File: src/rtl/ds_tx_char_if.sv
// FIFO read port and DS line bundle for the DS-SE character transmitter.
// Latency: none, plain wires between the transmitter, its FIFO and the link pins.
// Backpressure: none; the transmitter pulls bytes and the DS lines are free-running.
interface ds_tx_char_if #(
    parameter int G_ADDR_WIDTH_BITS = 6
);
    logic                       fifo_r_en;
    logic [7:0]                 fifo_r_data;
    logic [G_ADDR_WIDTH_BITS:0] fifo_fill_level;
    logic                       d_out;
    logic                       s_out;
    logic                       char_sent;

    // Transmitter side: reads the FIFO head, drives the link
    modport master (
        output fifo_r_en, d_out, s_out, char_sent,
        input  fifo_r_data, fifo_fill_level
    );

    // FIFO / link side
    modport slave (
        input  fifo_r_en, d_out, s_out, char_sent,
        output fifo_r_data, fifo_fill_level
    );
endinterface

File: src/rtl/ds_tx_char.sv
// DS-SE transmitter: serialises FIFO bytes into data chars, NULLs when empty, odd parity, DS strobe.
// Latency: first bit 2 cycles after tx_en; each bit G_BIT_DIV cycles; data char 10, NULL 8 bits.
// Backpressure: pulls one byte per data char; optional macro DS_TX_CREDIT_EN gates data on credits.
module ds_tx_char #(
    parameter int G_ADDR_WIDTH_BITS = 6,
    parameter int G_BIT_DIV         = 4
) (
    input  logic         clk,
    input  logic         rst_n,
    input  logic         tx_en,
    input  logic         credit_fct,
    ds_tx_char_if.master ds
);
    localparam int               FILL_W   = G_ADDR_WIDTH_BITS + 1;
    localparam int               DIV_W    = $clog2(G_BIT_DIV + 1);
    localparam logic [DIV_W-1:0] DIV_LAST = DIV_W'(G_BIT_DIV - 1);
    localparam logic [DIV_W-1:0] DIV_ONE  = DIV_W'(1);
    // ESC flag+payload then FCT parity/flag/payload, bit 1 first; FCT parity is
    // always 0 because the ESC payload (1,1) XORs to 0.
    localparam logic [6:0]       NULL_TAIL = 7'b0010111;

    typedef enum logic [1:0] {ST_IDLE, ST_LOAD, ST_SHIFT} state_t;

    state_t           state_q, state_d;
    logic [DIV_W-1:0] div_q;      // cycles still to hold the bit on the line
    logic [3:0]       bit_q;      // bits of the current char already driven
    logic [9:0]       char_q;     // bits not yet driven, next one in [0]
    logic             is_data_q;
    logic             prev_xor_q; // XOR of the previous char's payload
    logic             d_q, s_q, r_en_q, sent_q;

    logic [FILL_W-1:0] fill;
    logic              have_credit;
    logic              send_data;
    logic              drive;
    logic              char_done;
    logic              last_on;
    logic              end_soon;
    logic [3:0]        char_len;
    logic [DIV_W-1:0]  rem_after;

    assign fill      = ds.fifo_fill_level;
    assign char_len  = is_data_q ? 4'd10 : 4'd8;
    assign send_data = (state_q == ST_LOAD) && (fill != '0) && have_credit;
    assign drive     = (state_q == ST_SHIFT) && (div_q == '0) && (bit_q != char_len);
    assign char_done = (state_q == ST_SHIFT) && (div_q == '0) && (bit_q == char_len);
    assign rem_after = drive ? DIV_LAST : ((div_q != '0) ? (div_q - DIV_ONE) : '0);
    assign last_on   = drive ? (bit_q == (char_len - 4'd1)) : (bit_q == char_len);
    // Two cycles before the next char's first bit: go to LOAD so the load edge
    // overlaps the tail of the last bit and characters run back to back.
    assign end_soon  = (state_q == ST_SHIFT) && last_on && (rem_after == DIV_ONE);

`ifdef DS_TX_CREDIT_EN
    logic [5:0] credit_q;
    logic [6:0] credit_sum;

    assign have_credit = (credit_q != 6'd0);
    assign credit_sum  = {1'b0, credit_q} + (credit_fct ? 7'd8 : 7'd0) - (send_data ? 7'd1 : 7'd0);

    // Credit counter: +8 per FCT, -1 per data char, saturating at 56
    always_ff @(posedge clk) begin
        if (!rst_n) begin
            credit_q <= 6'd0;
        end else begin
            credit_q <= (credit_sum > 7'd56) ? 6'd56 : credit_sum[5:0];
        end
    end
`else
    logic unused_credit_fct;

    assign have_credit       = 1'b1;
    assign unused_credit_fct = credit_fct;
`endif

    // State register
    always_ff @(posedge clk) begin
        if (!rst_n) begin
            state_q <= ST_IDLE;
        end else begin
            state_q <= state_d;
        end
    end

    // Next-state: a started character always completes before IDLE
    always_comb begin
        state_d = state_q;
        case (state_q)
            ST_IDLE:  if (tx_en) state_d = ST_LOAD;
            ST_LOAD:  state_d = ST_SHIFT;
            ST_SHIFT: begin
                if (end_soon && tx_en) begin
                    state_d = ST_LOAD;
                end else if (char_done) begin
                    state_d = ST_IDLE;
                end
            end
            default:  state_d = ST_IDLE;
        endcase
    end

    // Character build, bit shifting, strobe generation and FIFO read pulse
    always_ff @(posedge clk) begin
        if (!rst_n) begin
            div_q      <= '0;
            bit_q      <= 4'd0;
            char_q     <= 10'd0;
            is_data_q  <= 1'b0;
            prev_xor_q <= 1'b0;
            d_q        <= 1'b0;
            s_q        <= 1'b0;
            r_en_q     <= 1'b0;
            sent_q     <= 1'b0;
        end else begin
            r_en_q <= 1'b0;
            sent_q <= 1'b0;
            if (state_q == ST_LOAD) begin
                div_q  <= '0;
                bit_q  <= 4'd0;
                r_en_q <= send_data;
                if (send_data) begin
                    char_q     <= {ds.fifo_r_data, 1'b0, ~prev_xor_q};
                    is_data_q  <= 1'b1;
                    prev_xor_q <= ^ds.fifo_r_data;
                end else begin
                    // ESC parity = NOT(prev ^ flag 1) = prev
                    char_q     <= {2'b00, NULL_TAIL, prev_xor_q};
                    is_data_q  <= 1'b0;
                    prev_xor_q <= 1'b0;
                end
            end else if (drive) begin
                d_q    <= char_q[0];
                s_q    <= s_q ^ (char_q[0] == d_q);
                char_q <= {1'b0, char_q[9:1]};
                bit_q  <= bit_q + 4'd1;
                div_q  <= DIV_LAST;
                sent_q <= is_data_q && (bit_q == 4'd9);
            end else if (div_q != '0) begin
                div_q <= div_q - DIV_ONE;
            end
            if (state_d == ST_IDLE) begin
                d_q        <= 1'b0;
                s_q        <= 1'b0;
                prev_xor_q <= 1'b0;
                bit_q      <= 4'd0;
                div_q      <= '0;
            end
        end
    end

    assign ds.fifo_r_en = r_en_q;
    assign ds.d_out     = d_q;
    assign ds.s_out     = s_q;
    assign ds.char_sent = sent_q;
endmodule

File: src/flat_wrapper.sv
// flat-port wrapper written by rule: the top's interface ports become plain ports
module ds_tx_char_flat 
#(
    parameter int G_ADDR_WIDTH_BITS = 6,
    parameter int G_BIT_DIV         = 4
)
  (clk, rst_n, tx_en, credit_fct, ds_fifo_r_en, ds_d_out, ds_s_out, ds_char_sent, ds_fifo_r_data, ds_fifo_fill_level);
  ds_tx_char_if #(.G_ADDR_WIDTH_BITS(G_ADDR_WIDTH_BITS)) ds_i ();
  input  logic clk;
  input  logic rst_n;
  input  logic tx_en;
  input  logic credit_fct;
  output wire logic [$bits(ds_i.fifo_r_en)-1:0] ds_fifo_r_en;
  output wire logic [$bits(ds_i.d_out)-1:0] ds_d_out;
  output wire logic [$bits(ds_i.s_out)-1:0] ds_s_out;
  output wire logic [$bits(ds_i.char_sent)-1:0] ds_char_sent;
  input wire logic [$bits(ds_i.fifo_r_data)-1:0] ds_fifo_r_data;
  input wire logic [$bits(ds_i.fifo_fill_level)-1:0] ds_fifo_fill_level;
  assign ds_fifo_r_en = ds_i.fifo_r_en;
  assign ds_d_out = ds_i.d_out;
  assign ds_s_out = ds_i.s_out;
  assign ds_char_sent = ds_i.char_sent;
  assign ds_i.fifo_r_data = ds_fifo_r_data;
  assign ds_i.fifo_fill_level = ds_fifo_fill_level;
  ds_tx_char #(.G_ADDR_WIDTH_BITS(G_ADDR_WIDTH_BITS), .G_BIT_DIV(G_BIT_DIV)) u_core (.clk(clk), .rst_n(rst_n), .tx_en(tx_en), .credit_fct(credit_fct), .ds(ds_i));
endmodule
File: config.mk
export PLATFORM = sky130hd
export DESIGN_NAME = ds_tx_char_flat
export DESIGN_NICKNAME = d
export VERILOG_FILES = /design/src/rtl/ds_tx_char_if.sv /design/src/rtl/ds_tx_char.sv /design/src/flat_wrapper.sv
export SDC_FILE = /design/constraint.sdc
export NUM_CORES = 1
export LEC_CHECK = 0
export BUFFER_PORTS_ARGS = -buffer_cell sky130_fd_sc_hd__buf_2
export CAP_MARGIN = 20
export CORE_UTILIZATION = 50
export CTS_CLUSTER_SIZE = 20
export DETAILED_ROUTE_END_ITERATION = 10
export HOLD_SLACK_MARGIN = 0.03
export PLACE_DENSITY = 0.73
export REMOVE_ABC_BUFFERS = 1
export SLEW_MARGIN = 40
export SYNTH_ARGS = -nofsm -noshare
export SYNTH_HDL_FRONTEND = slang
export SYNTH_SLANG_ARGS = --single-unit
File: constraint.sdc
create_clock -name clk -period 2.17 [get_ports clk]
set_input_delay 0.1085 -clock clk [delete_from_list [all_inputs] [get_ports clk]]
set_output_delay 0.1085 -clock clk [all_outputs]
set_load 0.03 [all_outputs]
==> run metrics <==
clk_lat worst skew=0.31 ns; skew final=0.00832 ns; Max VDD drop=0.538 mV; Die Ht=53.1 um; Worst setup EP type=flop; H-tree Lvls=1; M1 GR Usage=26.5%; GRT met2 Usage=38.0%; Synth top area share=38.4%; CTS max path bufs=2; Worst-Margin Slew=0.537 ns; fmax=496 MHz; status=complete, no violations; largest net degree at the start of global routing=14; Site Rows=18; slowest CP cell=dfxtp_2; sequential share of the synthesized area=38.4%; Final ANT Viol Nets=0; Ys Warns=0; Final Cycle Share=92.9%; post-detail-place hpwl=2010 um; CP Class=reg2reg; gr busiest metal=met2; num ports=23; Crit path largest cell delay=0.40 ns; met3 Use GR=2.59%; clk sinks=25; Pwr Total=1.52 mW; Vias/cell=5.62; grt ovf=0; Worst Setup Slack post-DPL=0.138 ns; HP Class=in2reg; vias in the first global route=1,012; Slew Limit Headroom=64.0%; Num CTS Buffers=3; Die ar.=2820 um^2; HP Start=ds_fifo_r_data[6]; main flop type after synthesis=dfxtp_1; CP cell instances=inv_1, ha_1, nor3_2, o2111ai_1, a211oi_2, nor2_2, a2111oi_4; Pre-Repair DR Iteration Count=4; Detailed Route WL=2670 um; fin cells=200; crit-path max FO=6; CP Data Required Time=2.38 ns; RSZ-0062 raised after global routing=no; Antenna diodes=0; worst path arrival time=2.23 ns; mapped cell area=1300 um^2; Tmin final=2.02 ns; cell taking the most area after synthesis=dfxtp_1; Root Driver=clkbuf_4; I/O Buffers=21; Post-synth ARST share=0%; clk slew on worst S/H paths=0.12 ns; synth cell count leaders=dfxtp_1 (25), nand2_1 (14), a21oi_1 (13), nor2_1 (13), xnor2_1 (8); Netlist cell types=43; syn_area_per_cell=8.93 um^2; TritonCTS clock tree=yes; initial antenna violation count=0; Sum Neg Setup Slack=0 ns; Iter 0 DRT Violations=20; first-pass GRT wire length=4420 um; final setup fails=0; share of layout cells above drive strength 1=22.4%; GPL Wtd Cong=0.780; die width=53.1 um; Post-synth EDFFs=0; max cap viols=0; Area Overhead vs Synth=14.3%; via count=1,123; Starting Density=52.6%; crit path launch type=flop; top-count cell post-synth=dfxtp_1; crit path launch=u_core.div_q[0]$_SDFFE_PP0P_; Mapped Cells=146; gr usage total=21.6%; Wirelength per Cell=13.3 um; power density over the cells=1020 nW/um^2; Hold Vio Cnt, Final=0; largest cells by area after synthesis=dfxtp_1 (38%), xnor2_1 (5.4%), a21oi_1 (5.0%); number of synthesized register bits=25; hold slack=0.0515 ns; DRC viols=0; static leakage=0.595 nW; postcts setup bufs=0; Post-Place Cells=196; RR Startpoint=u_core.div_q[0]$_SDFFE_PP0P_; Total Nets Final=194; fin. max-slew vios=0; Core Footprint=2480 um^2; post-route setup slack=0.155 ns
[layout make-up]
type	count	area, um^2
Inverter	5	18.8
Timing Repair Buffer	25	135
Clock buffer	4	26.3
Fill cell	246	987
Tap cell	30	37.5
Multi-Input combinational cell	111	771
Sequential cell	25	502
[registers in the layout, indices dropped and copies added (netlist names)]
signal,count
u_core.char_q,10
u_core.bit_q,4
u_core.div_q,3
u_core.state_q,2
u_core.ds.char_sent,1
u_core.ds.d_out,1
u_core.ds.fifo_r_en,1
u_core.ds.s_out,1
u_core.is_data_q,1
u_core.prev_xor_q,1
[final timing paths]
kind                                   end  slack, ns  cells past startpoint
min          u_core.char_q[8]$_SDFFE_PN0P_       0.05                      3
min reg2reg  u_core.char_q[2]$_SDFFE_PN0P_       0.47                      2
max           u_core.div_q[0]$_SDFFE_PP0P_       0.15                      7
max reg2reg   u_core.div_q[0]$_SDFFE_PP0P_       0.15                      7
[through the flow]
step	instance area, um^2	utilization [%]
after floorplan	1280	-
after global placement	1460	58.8
after detailed placement	1460	58.8
after CTS	1480	59.8
after global routing	1490	60.2
final	1490	60.2
[power breakdown]
part / total, mW / internal (mW) / switching (mW)
clock network: 0.201 / 0.0716 / 0.129
logic: 0.669 / 0.270 / 0.399
registers: 0.648 / 0.557 / 0.0903
total: 1.52 / 0.899 / 0.618
[layer usage]
metal,part of all wire (%),vias to the layer above
met1,45,539
met3,2.2,2
met5,0,-
li1,-,568
met4,0.75,0
met2,52,14
[layout by cell type, fill, tap and decap left out, types with 3 or more instances in the layout]
| cell | n |
|---|---|
| and2_1 | 3 |
| clkbuf_4 | 3 |
| o21ai_0 | 7 |
| a21oi_1 | 13 |
| nand2_1 | 14 |
| inv_1 | 5 |
| xnor2_1 | 8 |
| nor3_1 | 7 |
| xor2_1 | 3 |
| ha_1 | 4 |
| dfxtp_1 | 24 |
| nor2b_1 | 3 |
| buf_2 | 21 |
| buf_4 | 4 |
| nand2b_1 | 3 |
| nor2_1 | 13 |
| o221ai_1 | 3 |
[critical path, delay by kind of cell (launching register included)]
family          cells  cell delay, ns
compound gates      3            0.85
fa+ha+maj           1            0.27
buf+inv             1            0.07
flops               1            0.40
simple gates        2            0.34
[cells by family after synthesis]
logic type	count (synthesis)	synth area share [%]
AOI/OAI and AO/OA	39	21.2
xor gates and xnor gates	12	8.64
adders and majority gates	4	3.84
buffers and inverters	10	2.97
DFF	25	38.4
and+or+nand+nor	56	25.0
[repair_timing]
| item | CTS | global route |
|---|---|---|
| resized for setup | 0 | 2 |
| setup endpoints to repair | 0 | 1 |
| hold buffers | 0 | 0 |
No activity file was read; power rests on OpenSTA's default activity.
